===== config.mk =====
export PLATFORM = sky130hd
export DESIGN_NAME = pwm_cfg_arbiter
export DESIGN_NICKNAME = d
export VERILOG_FILES = /design/src/rtl/pwm_cfg_arbiter.sv
export SDC_FILE = /design/constraint.sdc
export NUM_CORES = 1
export LEC_CHECK = 0
export BUFFER_PORTS_ARGS = -buffer_cell sky130_fd_sc_hd__buf_2
export CORE_ASPECT_RATIO = 0.8
export CORE_MARGIN = 2
export CORE_UTILIZATION = 51
export CTS_CLUSTER_SIZE = 40
export DETAILED_ROUTE_END_ITERATION = 12
export GPL_ROUTABILITY_DRIVEN = 0
export MAX_ROUTING_LAYER = met4
export PLACE_DENSITY = 0.76
export SYNTH_ARGS = -nofsm -noshare
export SYNTH_HDL_FRONTEND = slang
export SYNTH_SLANG_ARGS = --single-unit

===== constraint.sdc =====
create_clock -name clk -period 2.35 [get_ports clk]
set_input_delay 0.235 -clock clk [delete_from_list [all_inputs] [get_ports clk]]
set_output_delay 0.235 -clock clk [all_outputs]
set_load 0.01 [all_outputs]

===== src/rtl/pwm_cfg_arbiter.sv =====
`default_nettype none
// ============================================================================
// Module   : pwm_cfg_arbiter
// Purpose  : Owns the five 8-bit PWM/output configuration registers and
//            shares their write port between two requesters. Port 0 is the
//            SPI transaction decoder and port 1 is the sequencer or test host.
//            Arbitration grants one owner at a time. An owner may lock the
//            grant for multi-register bursts, and an idle lock is released
//            after LOCK_TIMEOUT cycles. Writes to illegal addresses are
//            accepted without changing any register and pulse wr_err.
//
// Ports    : clk, rst                      clock, synchronous active-high reset
//            req{0,1}_valid/lock/addr/data write request and lock hold
//            req{0,1}_ready                transfer when valid & ready
//            en_reg_out_7_0 .. pwm_duty_cycle  registered config values
//            owner                         00 idle, 01 port 0, 10 port 1
//            wr_err                        1-cycle pulse, illegal address written
//            lock_timeout                  1-cycle pulse, lock force-released
//
// Config   : define PWM_CFG_ARB_ROUND_ROBIN_EN to break simultaneous requests
//            in favour of the port that was not granted last. When it is not
//            defined, port 0 always wins.
// Revision : 1.0  initial release
// ============================================================================
module pwm_cfg_arbiter #(
  parameter int unsigned LOCK_TIMEOUT = 16
) (
  input  logic       clk,
  input  logic       rst,
  input  logic       req0_valid,
  input  logic       req0_lock,
  input  logic [6:0] req0_addr,
  input  logic [7:0] req0_data,
  output logic       req0_ready,
  input  logic       req1_valid,
  input  logic       req1_lock,
  input  logic [6:0] req1_addr,
  input  logic [7:0] req1_data,
  output logic       req1_ready,
  output logic [7:0] en_reg_out_7_0,
  output logic [7:0] en_reg_out_15_8,
  output logic [7:0] en_reg_pwm_7_0,
  output logic [7:0] en_reg_pwm_15_8,
  output logic [7:0] pwm_duty_cycle,
  output logic [1:0] owner,
  output logic       wr_err,
  output logic       lock_timeout
);

  localparam logic [7:0] TIMEOUT_CNT = 8'(LOCK_TIMEOUT);
  localparam logic [6:0] LAST_ADDR   = 7'h04;

  // The state encoding is the owner code, so owner is read straight from state.
  typedef enum logic [1:0] {
    IDLE = 2'b00,
    OWN0 = 2'b01,
    OWN1 = 2'b10
  } state_t;

  state_t     state, state_nxt;
  logic [7:0] idle_cnt, idle_cnt_nxt;
  logic       grant1;       // arbitration result in IDLE: 1 selects port 1
  logic       own1;
  logic       cur_valid;
  logic       cur_lock;
  logic       xfer;
  logic [6:0] xfer_addr;
  logic [7:0] xfer_data;
  logic       timeout_nxt;

`ifdef PWM_CFG_ARB_ROUND_ROBIN_EN
  logic last_grant;         // 0: port 0 was granted last, 1: port 1

  // On a tie the port that was not granted last wins. A single request
  // always wins.
  always_comb grant1 = req1_valid & (~req0_valid | ~last_grant);

  always_ff @(posedge clk) begin
    if (rst) begin
      last_grant <= 1'b0;
    end else if ((state == IDLE) && (req0_valid || req1_valid)) begin
      last_grant <= grant1;
    end
  end
`else
  always_comb grant1 = req1_valid & ~req0_valid;
`endif

  always_ff @(posedge clk) begin
    if (rst) begin
      state    <= IDLE;
      idle_cnt <= 8'h00;
    end else begin
      state    <= state_nxt;
      idle_cnt <= idle_cnt_nxt;
    end
  end

  always_comb begin
    state_nxt    = state;
    idle_cnt_nxt = idle_cnt;
    req0_ready   = 1'b0;
    req1_ready   = 1'b0;
    xfer         = 1'b0;
    own1         = (state == OWN1);
    cur_valid    = own1 ? req1_valid : req0_valid;
    cur_lock     = own1 ? req1_lock  : req0_lock;
    xfer_addr    = own1 ? req1_addr  : req0_addr;
    xfer_data    = own1 ? req1_data  : req0_data;
    timeout_nxt  = 1'b0;
    case (state)
      IDLE: begin
        idle_cnt_nxt = 8'h00;
        if (req0_valid || req1_valid) begin
          state_nxt = grant1 ? OWN1 : OWN0;
        end
      end
      OWN0, OWN1: begin
        // Ready follows only the owner's own valid. The other port is held off.
        req0_ready = ~own1 & req0_valid;
        req1_ready =  own1 & req1_valid;
        if (cur_valid) begin
          xfer = 1'b1;
          if (cur_lock) begin
            idle_cnt_nxt = 8'h00;
          end else begin
            state_nxt = IDLE;
          end
        end else if (!cur_lock) begin
          state_nxt = IDLE;
        end else if ((idle_cnt + 8'd1) == TIMEOUT_CNT) begin
          // The last OWN cycle is the LOCK_TIMEOUT-th idle cycle after the
          // last transfer. The pulse is then seen in the following IDLE cycle.
          state_nxt    = IDLE;
          idle_cnt_nxt = 8'h00;
          timeout_nxt  = 1'b1;
        end else begin
          idle_cnt_nxt = idle_cnt + 8'd1;
        end
      end
      default: begin
        state_nxt    = IDLE;
        idle_cnt_nxt = 8'h00;
      end
    endcase
  end

  assign owner = state;

  always_ff @(posedge clk) begin
    if (rst) begin
      en_reg_out_7_0  <= 8'h00;
      en_reg_out_15_8 <= 8'h00;
      en_reg_pwm_7_0  <= 8'h00;
      en_reg_pwm_15_8 <= 8'h00;
      pwm_duty_cycle  <= 8'h00;
      wr_err          <= 1'b0;
      lock_timeout    <= 1'b0;
    end else begin
      wr_err       <= xfer && (xfer_addr > LAST_ADDR);
      lock_timeout <= timeout_nxt;
      if (xfer) begin
        case (xfer_addr)
          7'h00:   en_reg_out_7_0  <= xfer_data;
          7'h01:   en_reg_out_15_8 <= xfer_data;
          7'h02:   en_reg_pwm_7_0  <= xfer_data;
          7'h03:   en_reg_pwm_15_8 <= xfer_data;
          7'h04:   pwm_duty_cycle  <= xfer_data;
          default: ;
        endcase
      end
    end
  end

endmodule
`default_nettype wire


==> results.sh, run 1 <==
export IMPL_critPathMaxFanout=20
export IMPL_min_path_type="in -> reg"
export IMPL_htreeDepth=2
export IMPL_ys_seq_area_share_pct=40.66
export IMPL_insertion_delay_ns=0.30
export IMPL_wl_um=6076
export IMPL_worst_slack_ns=0.2347
export IMPL_fmax_ghz=0.4727
export IMPL_critPathLaunchType="flip-flop"
export IMPL_yosysWarnings=0
export IMPL_grt_max_degree=42
export IMPL_min_period_ns=2.115
export IMPL_gr_usage_met1_pct=28.41
export IMPL_drive_above_1_share_pct=34.83
export IMPL_vias_per_cell=5.514
export IMPL_skew_ns=0.004921
export IMPL_cts_root_buf="clkbuf_8"
export IMPL_setup_viol=0
export IMPL_rrSetupSlack_ns=0.23
export IMPL_post_place_ws_ns=0.1613
export IMPL_clkTransAtPathRegs_ns=0.09
export IMPL_syn_cell_area_um2=2560
export IMPL_syn2layout_area_growth_pct=24.88
export IMPL_die_y_um=67.37
export IMPL_grt_ovfl_total=0
export IMPL_max_cap_violations=0
export IMPL_cpPeakStageDelay_ns=0.33
export IMPL_dieArea_um2=5606
export IMPL_cts_buffer_depth=2
export IMPL_vias=2305
export IMPL_synth_avg_cell_area_um2=9.588
export IMPL_timing_rr_end="owner[0]"
export IMPL_num_rows=23
export IMPL_reg2reg_depth=9
export IMPL_grt_most_used_layer="met2"
export IMPL_arrival_ns=2.30
export IMPL_grt_usage_pct=22.26
export IMPL_synth_distinct_cells=49
export IMPL_p_total_w=0.001704
export IMPL_grt_util_met2_pct=34.88
export IMPL_dr_pass1_iters=4
export IMPL_cts_tree="yes"
export IMPL_final_setup_tns_ns=0
export IMPL_pin_count=82
export IMPL_worst_slew_pin_slew_ns=0.5486
export IMPL_crit_type="reg -> reg"
export IMPL_leakage_nw=1.324
export IMPL_rsz0062_at_grt="false"
export IMPL_cts_buffers_inserted=5
export IMPL_grt_pass1_wl_um=9701
export IMPL_diodes=0
export IMPL_routedWlPerCell_um=14.54
export IMPL_ant_nets=0
export IMPL_outcome="complete, no violations"
export IMPL_cts_hold_buffers=0
export IMPL_netlist_instances=267
export IMPL_grt_pass1_vias=2011
export IMPL_synthDominantCellAreaShare_pct=40.66
export IMPL_yosys_most_used_dff="dfxtp_1"
export IMPL_powerDensity_nw_per_um2=532.9
export IMPL_numPortBuffers=81
export IMPL_period_share_pct=90.01
export IMPL_r2r_start="owner[0]"
export IMPL_yosys_area_top_type="dfxtp_1"
export IMPL_netlist_top_cells_area="dfxtp_1, mux2i_1, nor2_1"
export IMPL_hp_start="req1_valid"
export IMPL_min_delay_path_depth=3
export IMPL_numClockSinks=52
export IMPL_synth_nets=307
export IMPL_endpoint_kind="flip-flop"
export IMPL_post_dp_hpwl_um=4529
export IMPL_dr_first_iter_drc_count=114
export IMPL_whs_endpoint="owner[1]"
export IMPL_worstPathRequired_ns=2.53
export IMPL_die_w_um=83.21
export IMPL_yosys_top_cells_count="dfxtp_1, nor2_1, mux2i_1, nand2_1, mux2_2"
export IMPL_hold_viol=0
export IMPL_drv_slew=0
export IMPL_met3_usage_pct=5.868
export IMPL_core_area_um2=4921
export IMPL_initial_core_util_pct=52.02
export IMPL_slew_headroom_pct=63.04
export IMPL_ir_worst_vdd_mv=0.3193
export IMPL_ys_ff_latch=52
export IMPL_drc=0
export IMPL_crit_path_top_delay_cell="dfxtp_1"
export IMPL_path_cells="inv_1 > ha_2 > buf_6 > mux2i_1 > buf_4 > nand2_1 > a2111oi_4 > a21o_1 > o221ai_1"
export IMPL_synthMostInstantiatedCell="dfxtp_1"
export IMPL_synth_edff_count=0
export IMPL_antenna_found_initial=0
export IMPL_nets=395
export IMPL_async_reset_ff_share_pct=0
[layout by cell type (no fill, tap or decap), drive strengths merged, types with 2 or more instances in the layout]
cell,netlist,layout
buf,7,93
dfxtp,52,52
nor2,52,52
mux2i,42,42
nand2,15,15
mux2,10,10
a21oi,10,10
nor3,8,8
o21ai,5,5
nand3,5,5
clkbuf,5,5
inv,4,4
nor4,4,4
ha,4,4
nor2b,3,3
a32oi,3,3
nor3b,3,3
a211oi,3,3
o211ai,3,3
clkinv,0,3
and3,2,2
and3b,2,2
o22ai,2,2
nand4,2,2
a21o,2,2
nand2b,2,2
[worst max path at each step]
stage | startpoint | to | slack (ns) | cells past startpoint
finish | owner[0] | owner[0] | 0.23 | 9
global route | owner[0] | owner[1] | 0.05 | 9
CTS | owner[0] | owner[0] | 0.14 | 9
detailed placement | owner[0] | owner[0] | 0.16 | 9
global placement | idle_cnt[0] | owner[0] | 0.25 | 6
floorplan | owner[0] | en_reg_out_15_8[0] | 0.24 | 8
[layer usage]
| layer | vias up | share of wire, % |
|---|---|---|
| met4 | 0 | 2.1 |
| met1 | 1064 | 45 |
| li1 | 1128 | - |
| met5 | - | 0 |
| met2 | 98 | 45 |
| met3 | 15 | 8.6 |
[cell type report]
cell class | instances | area, um^2
Inverter | 4 | 15.01
Tap cell | 62 | 77.57
Multi-Input combinational cell | 199 | 1451
Clock buffer | 5 | 68.82
Clock inverter | 3 | 18.77
Sequential cell | 52 | 1041
Fill cell | 406 | 1724
Timing Repair Buffer | 93 | 524.3
[critical path: cells and delay by family, from the launching register on]
| family | cells | cell delay [ns] |
|---|---|---|
| compound gates | 3 | 0.57 |
| fa+ha+maj | 1 | 0.27 |
| buf+inv | 3 | 0.50 |
| flops | 1 | 0.33 |
| mux | 1 | 0.24 |
| simple gates | 1 | 0.10 |
[flip-flops by register name, summed over array words and instances, names as in the netlist]
register / count
lock_timeout: 1
en_reg_out_15_8: 8
wr_err: 1
en_reg_out_7_0: 8
pwm_duty_cycle: 8
en_reg_pwm_7_0: 8
owner: 2
idle_cnt: 8
en_reg_pwm_15_8: 8
[through the flow]
stage | utilization [%] | instance area [um^2] | hold slack [ns] | cells
floorplan | - | 2560 | 0.4002 | 267
global placement | 63.01 | 3100 | 0.4690 | 410
detailed placement | 63.01 | 3100 | 0.4776 | 410
CTS | 64.79 | 3188 | 0.2307 | 418
global route | 64.96 | 3197 | 0.2390 | 418
finish | 64.96 | 3197 | 0.2304 | 418
[power breakdown]
part,internal (W),total [W],switching (W),leakage [nW]
Sequential,0.000891,0.000898,0.00000702,0.419
Clock,0.000208,0.000498,0.000290,0.0479
Combinational,0.000127,0.000308,0.000181,0.857
[kinds of logic (layout without fill, tap and decap cells)]
kind of cell	count (synthesis)	in the layout	synth area share [%]
multiplexers	52	52	20.82
adder cells (fa/ha/maj)	4	4	1.955
buffers and inverters	16	105	2.835
AO/OA/AOI/OAI	38	38	11.53
AND/OR/NAND/NOR	104	104	21.85
flip-flops	52	52	40.66
XOR/XNOR	1	1	0.3422
[repair_timing]
action,4_1_cts,5_1_grt
setup endpoints to repair,0,7
resized for setup,0,3
buffers inserted,0,0
Power figures use the tool's default switching activity.
==> run 2: changes to the inputs <==
--- a/config.mk
+++ b/config.mk
@@ -8,12 +8,12 @@
 export BUFFER_PORTS_ARGS = -buffer_cell sky130_fd_sc_hd__buf_2
 export CORE_ASPECT_RATIO = 0.8
 export CORE_MARGIN = 2
-export CORE_UTILIZATION = 51
+export CORE_UTILIZATION = 35
 export CTS_CLUSTER_SIZE = 40
 export DETAILED_ROUTE_END_ITERATION = 12
 export GPL_ROUTABILITY_DRIVEN = 0
 export MAX_ROUTING_LAYER = met4
-export PLACE_DENSITY = 0.76
+export PLACE_DENSITY = 0.55
 export SYNTH_ARGS = -nofsm -noshare
 export SYNTH_HDL_FRONTEND = slang
 export SYNTH_SLANG_ARGS = --single-unit
==> run 2 against run 1 <==
  * Final cell count is 5.5% higher
  * Sequential cell count stayed put
  * Via count is 2.6% lower
  * Final area is 0.59% higher
  * Worst hold slack worse by 0.0088 ns
==> results.sh, run 2 (synthesis gave the netlist of run 1 again) <==
export IMPL_final_cells=441
export IMPL_dp_cells=433
export IMPL_drive_above_1_share_pct=34.18
export IMPL_grt_pass1_vias=1996
export IMPL_final_cell_mix="buf_2, dfxtp_1, nor2_1"
export IMPL_worstPathRequired_ns=2.54
export IMPL_num_rows=27
export IMPL_dr_pass1_iters=4
export IMPL_leakage_nw=1.315
export IMPL_cts_buffers_inserted=5
export IMPL_min_period_ns=2.167
export IMPL_routedWlPerCell_um=14.74
export IMPL_whs_endpoint="owner[1]"
export IMPL_numClockSinks=52
export IMPL_cts_tree="yes"
export IMPL_dr_first_iter_drc_count=167
export IMPL_cts_root_buf="clkbuf_8"
export IMPL_critPathMaxFanout=9
export IMPL_setup_viol=0
export IMPL_arrival_ns=2.36
export IMPL_reg2reg_depth=6
export IMPL_mostFrequentLayoutCell="buf_2"
export IMPL_worst_slew_pin_slew_ns=0.5256
export IMPL_cts_buffer_depth=2
export IMPL_nets=393
export IMPL_antenna_found_initial=0
export IMPL_skew_ns=0.01232
export IMPL_final_setup_tns_ns=0
export IMPL_ant_nets=0
export IMPL_fmax_ghz=0.4614
export IMPL_numPortBuffers=81
export IMPL_drc=0
export IMPL_dieArea_um2=8019
export IMPL_initial_core_util_pct=36.61
export IMPL_grt_pass1_wl_um=10180
export IMPL_min_path_type="in -> reg"
export IMPL_min_delay_path_depth=3
export IMPL_grt_max_degree=41
export IMPL_post_dp_hpwl_um=4866
export IMPL_clkTransAtPathRegs_ns=0.11
export IMPL_htreeDepth=2
export IMPL_hp_start="req1_valid"
export IMPL_cpLargestDelayFamily="compound AO/OA/AOI/OAI gates"
export IMPL_ir_worst_vdd_mv=0.1920
export IMPL_r2r_start="idle_cnt[0]"
export IMPL_core_area_um2=6993
export IMPL_grt_usage_pct=16.75
export IMPL_hold_viol=0
export IMPL_rrSetupSlack_ns=0.18
export IMPL_die_y_um=80.50
export IMPL_cpPeakStageDelay_ns=0.47
export IMPL_diodes=0
export IMPL_die_w_um=99.62
export IMPL_path_cells="ha_1 > nand3_1 > o32a_1 > a2111oi_4 > a21o_1 > o221ai_1"
export IMPL_critPathLaunchType="flip-flop"
export IMPL_pin_count=82
export IMPL_endpoint_kind="flip-flop"
export IMPL_vias_per_cell=5.088
export IMPL_outcome="complete, no violations"
export IMPL_slew_headroom_pct=64.59
export IMPL_period_share_pct=92.23
export IMPL_insertion_delay_ns=0.31
export IMPL_grt_ovfl_total=0
export IMPL_crit_type="reg -> reg"
export IMPL_vias=2244
export IMPL_timing_rr_end="owner[0]"
export IMPL_crit_buf_inv=0
export IMPL_cts_hold_buffers=0
export IMPL_drv_slew=0
export IMPL_max_cap_violations=0
export IMPL_wl_um=6501
export IMPL_rsz0062_at_grt="false"
export IMPL_syn2layout_area_growth_pct=25.61
export IMPL_powerDensity_nw_per_um2=540.9
export IMPL_crit_path_top_delay_cell="dfxtp_1"
==> run 2: per-stage QoR <==
stage / hold WS, ns / setup slack (ns) / power, W / utilization [%] / area, um^2
2_1_floorplan: 0.4002 / 0.2388 / 0.001115 / - / 2560
3_3_place_gp: 0.4696 / 0.1966 / 0.001224 / 44.57 / 3117
3_5_place_dp: 0.4779 / 0.1642 / 0.001223 / 44.57 / 3117
4_1_cts: 0.2144 / 0.1247 / 0.001772 / 45.95 / 3213
5_1_grt: 0.2310 / 0.01599 / 0.001844 / 45.98 / 3216
6_report: 0.2216 / 0.1825 / 0.001739 / 45.98 / 3216
==> run 2: tightest hold or removal path: cells and delay by family <==
family                 cells  cell delay [ns]
AO/OA/AOI/OAI              1             0.05
AND/OR/NAND/NOR            1             0.09
buffers and inverters      1             0.12
==> run 2: cell type report <==
class                   instances  area, um^2
fillers                       684        3777
clock inverters                 3       27.53
clock buffers                   5       68.82
multi-input cells             199        1449
repair buffers                 91       505.5
well taps                      87       108.9
inverters                       4       15.01
flip-flops and latches         52        1041
==> run 2: per-layer routing <==
layer,part of all wire [%],global-route usage (%),vias to the layer above
li1,-,-,1127
met1,50,23.73,1059
met2,44,23.51,56
met3,4.9,4.700,2
met4,0.54,3.973,0
met5,0,-,-
==> run 2: where the power goes <==
part / internal (W) / switching, W / total, W
combinational: 0.000119 / 0.000184 / 0.000303
sequential: 0.000891 / 0.00000895 / 0.000900
clock: 0.000219 / 0.000317 / 0.000536
total: 0.00123 / 0.000510 / 0.00174
==> run 2: worst max path at each step <==
stage | startpoint | endpoint | slack (ns) | cells after the start
3_3_place_gp | owner[0] | en_reg_out_15_8[6] | 0.20 | 9
6_report | idle_cnt[0] | owner[0] | 0.18 | 6
2_1_floorplan | owner[0] | en_reg_out_15_8[0] | 0.24 | 8
3_5_place_dp | owner[1] | en_reg_pwm_7_0[7] | 0.16 | 8
5_1_grt | owner[1] | pwm_duty_cycle[5] | 0.02 | 8
4_1_cts | owner[0] | pwm_duty_cycle[6] | 0.12 | 9
==> run 2: what timing repair did <==
action	4_1_cts	5_1_grt
resized for setup	0	1
setup endpoints to repair	0	24
buffers inserted	0	0
==> run 3: changes to the inputs <==
--- a/config.mk
+++ b/config.mk
@@ -12,7 +12,6 @@
 export CTS_CLUSTER_SIZE = 40
 export DETAILED_ROUTE_END_ITERATION = 12
 export GPL_ROUTABILITY_DRIVEN = 0
-export MAX_ROUTING_LAYER = met4
 export PLACE_DENSITY = 0.55
 export SYNTH_ARGS = -nofsm -noshare
 export SYNTH_HDL_FRONTEND = slang
==> run 3 against run 2 <==
  * Clock-buffer cell count unchanged
  * Clock power barely moved
  * Total power up 0.13%
  * Core utilization stayed put
  * Sequential share of layout area stayed put
  * Highest routed layer unchanged
  * First-iteration DRC count shrank 7.8%
  * Final cell count unchanged
  * Worst hold slack got worse by 0.0012 ns
  * Non-clock buffer count unchanged
  * Setup slack worse by 0.00087 ns
  * Critical endpoint unchanged
  * Die area did not move
  * Sequential power hardly changed
==> results.sh, run 3 (synthesis gave the netlist of run 1 again) <==
export IMPL_r2r_start="idle_cnt[0]"
export IMPL_min_delay_path_depth=3
export IMPL_routedWlPerCell_um=14.82
export IMPL_numClockSinks=52
export IMPL_critPathMaxFanout=9
export IMPL_regArea_um2=1041
export IMPL_syn2layout_area_growth_pct=25.61
export IMPL_arrival_ns=2.36
export IMPL_dieArea_um2=8019
export IMPL_vias=2245
export IMPL_reg2reg_depth=6
export IMPL_grt_pass1_vias=1998
export IMPL_slew_headroom_pct=64.60
export IMPL_cts_buffer_depth=2
export IMPL_pin_count=82
export IMPL_antenna_found_initial=0
export IMPL_outcome="complete, no violations"
export IMPL_path_cells="ha_1 > nand3_1 > o32a_1 > a2111oi_4 > a21o_1 > o221ai_1"
export IMPL_crit_buf_inv=0
export IMPL_mostFrequentLayoutCell="buf_2"
export IMPL_cpLargestDelayFamily="compound AO/OA/AOI/OAI gates"
export IMPL_clkTransAtPathRegs_ns=0.11
export IMPL_drc=0
export IMPL_powerDensity_nw_per_um2=541.6
export IMPL_post_dp_hpwl_um=4866
export IMPL_initial_core_util_pct=36.61
export IMPL_fmax_ghz=0.4612
export IMPL_hp_start="req1_valid"
export IMPL_skew_ns=0.01204
export IMPL_cpPeakStageDelay_ns=0.47
export IMPL_hold_viol=0
export IMPL_drive_above_1_share_pct=34.18
export IMPL_min_period_ns=2.168
export IMPL_vias_per_cell=5.091
export IMPL_rsz0062_at_grt="false"
export IMPL_min_path_type="in -> reg"
export IMPL_dr_pass1_iters=4
export IMPL_cts_root_buf="clkbuf_8"
export IMPL_numPortBuffers=81
export IMPL_final_cells=441
export IMPL_grt_usage_pct=16.35
export IMPL_wl_um=6536
export IMPL_worstPathRequired_ns=2.54
export IMPL_grt_max_degree=41
export IMPL_grt_ovfl_total=0
export IMPL_core_area_um2=6993
export IMPL_final_setup_tns_ns=0
export IMPL_ant_nets=0
export IMPL_max_cap_violations=0
export IMPL_htreeDepth=2
export IMPL_dp_cells=433
export IMPL_nets=393
export IMPL_crit_type="reg -> reg"
export IMPL_leakage_nw=1.315
export IMPL_dr_first_iter_drc_count=154
export IMPL_rrSetupSlack_ns=0.18
export IMPL_die_w_um=99.62
export IMPL_fill_cells=684
export IMPL_insertion_delay_ns=0.31
export IMPL_fin_area_um2=3216
export IMPL_timing_rr_end="owner[0]"
export IMPL_endpoint_kind="flip-flop"
export IMPL_final_cell_mix="buf_2, dfxtp_1, nor2_1"
export IMPL_placed_area_um2=3117
export IMPL_whs_endpoint="owner[1]"
export IMPL_critPathLaunchType="flip-flop"
export IMPL_period_share_pct=92.27
export IMPL_num_rows=27
export IMPL_die_y_um=80.50
export IMPL_crit_path_top_delay_cell="dfxtp_1"
export IMPL_ir_worst_vdd_mv=0.1920
export IMPL_drv_slew=0
export IMPL_multi_input_area_um2=1449
export IMPL_cts_tree="yes"
export IMPL_diodes=0
export IMPL_setup_viol=0
export IMPL_worst_slew_pin_slew_ns=0.5254
export IMPL_grt_pass1_wl_um=10210
export IMPL_cts_hold_buffers=0
export IMPL_cp_num_cells=6
export IMPL_cts_buffers_inserted=5
run 3: layer usage:
layer | wire [um] | vias up | global-route usage [%]
met1 | 3264 | 1051 | 23.89
met4 | 35 | 0 | 3.973
met5 | 0 | - | 0
li1 | - | 1126 | -
met3 | 393 | 2 | 4.613
met2 | 2842 | 66 | 23.51
run 3: worst min-delay path, cell delays in order:
cell,delay [ns]
buf_2,0.12
nor2_1,0.09
a211oi_1,0.05
run 3: worst max-delay path by stage:
stage | startpoint | endpoint | slack (ns)
finish | idle_cnt[0] | owner[0] | 0.18
CTS | owner[0] | pwm_duty_cycle[6] | 0.12
floorplan | owner[0] | en_reg_out_15_8[0] | 0.24
global route | owner[1] | pwm_duty_cycle[5] | 0.02
global placement | owner[0] | en_reg_out_15_8[6] | 0.20
detailed placement | owner[1] | en_reg_pwm_7_0[7] | 0.16
run 3: repair_timing:
item                                    4_1_cts  5_1_grt
resized for setup                             0        1
buffers inserted                              0        0
endpoints found under the hold margin         0        0
endpoints found under the setup margin        0       24
run 3: stage by stage:
step / power (W) / util, % / hold slack (ns) / setup slack (ns)
6_report: 0.001742 / 45.98 / 0.2204 / 0.1817
5_1_grt: 0.001844 / 45.98 / 0.2310 / 0.01611
4_1_cts: 0.001772 / 45.95 / 0.2144 / 0.1247
3_5_place_dp: 0.001223 / 44.57 / 0.4779 / 0.1642
3_3_place_gp: 0.001224 / 44.57 / 0.4696 / 0.1966
2_1_floorplan: 0.001115 / - / 0.4002 / 0.2388
run 3: final cells by class:
class / instances / share of cell area [%]
clock buffers: 5 / 2.140
clock inverters: 3 / 0.8560
inverters: 4 / 0.4669
multi-input cells: 199 / 45.06
flip-flops and latches: 52 / 32.37
well taps: 87 / 3.385
repair buffers: 91 / 15.72
run 3: power by group:
| part | internal, W | switching [W] | total [W] |
|---|---|---|---|
| registers | 0.000891 | 0.00000896 | 0.000900 |
| clock network | 0.000219 | 0.000319 | 0.000538 |
| logic | 0.000119 | 0.000184 | 0.000303 |
| total | 0.00123 | 0.000512 | 0.00174 |
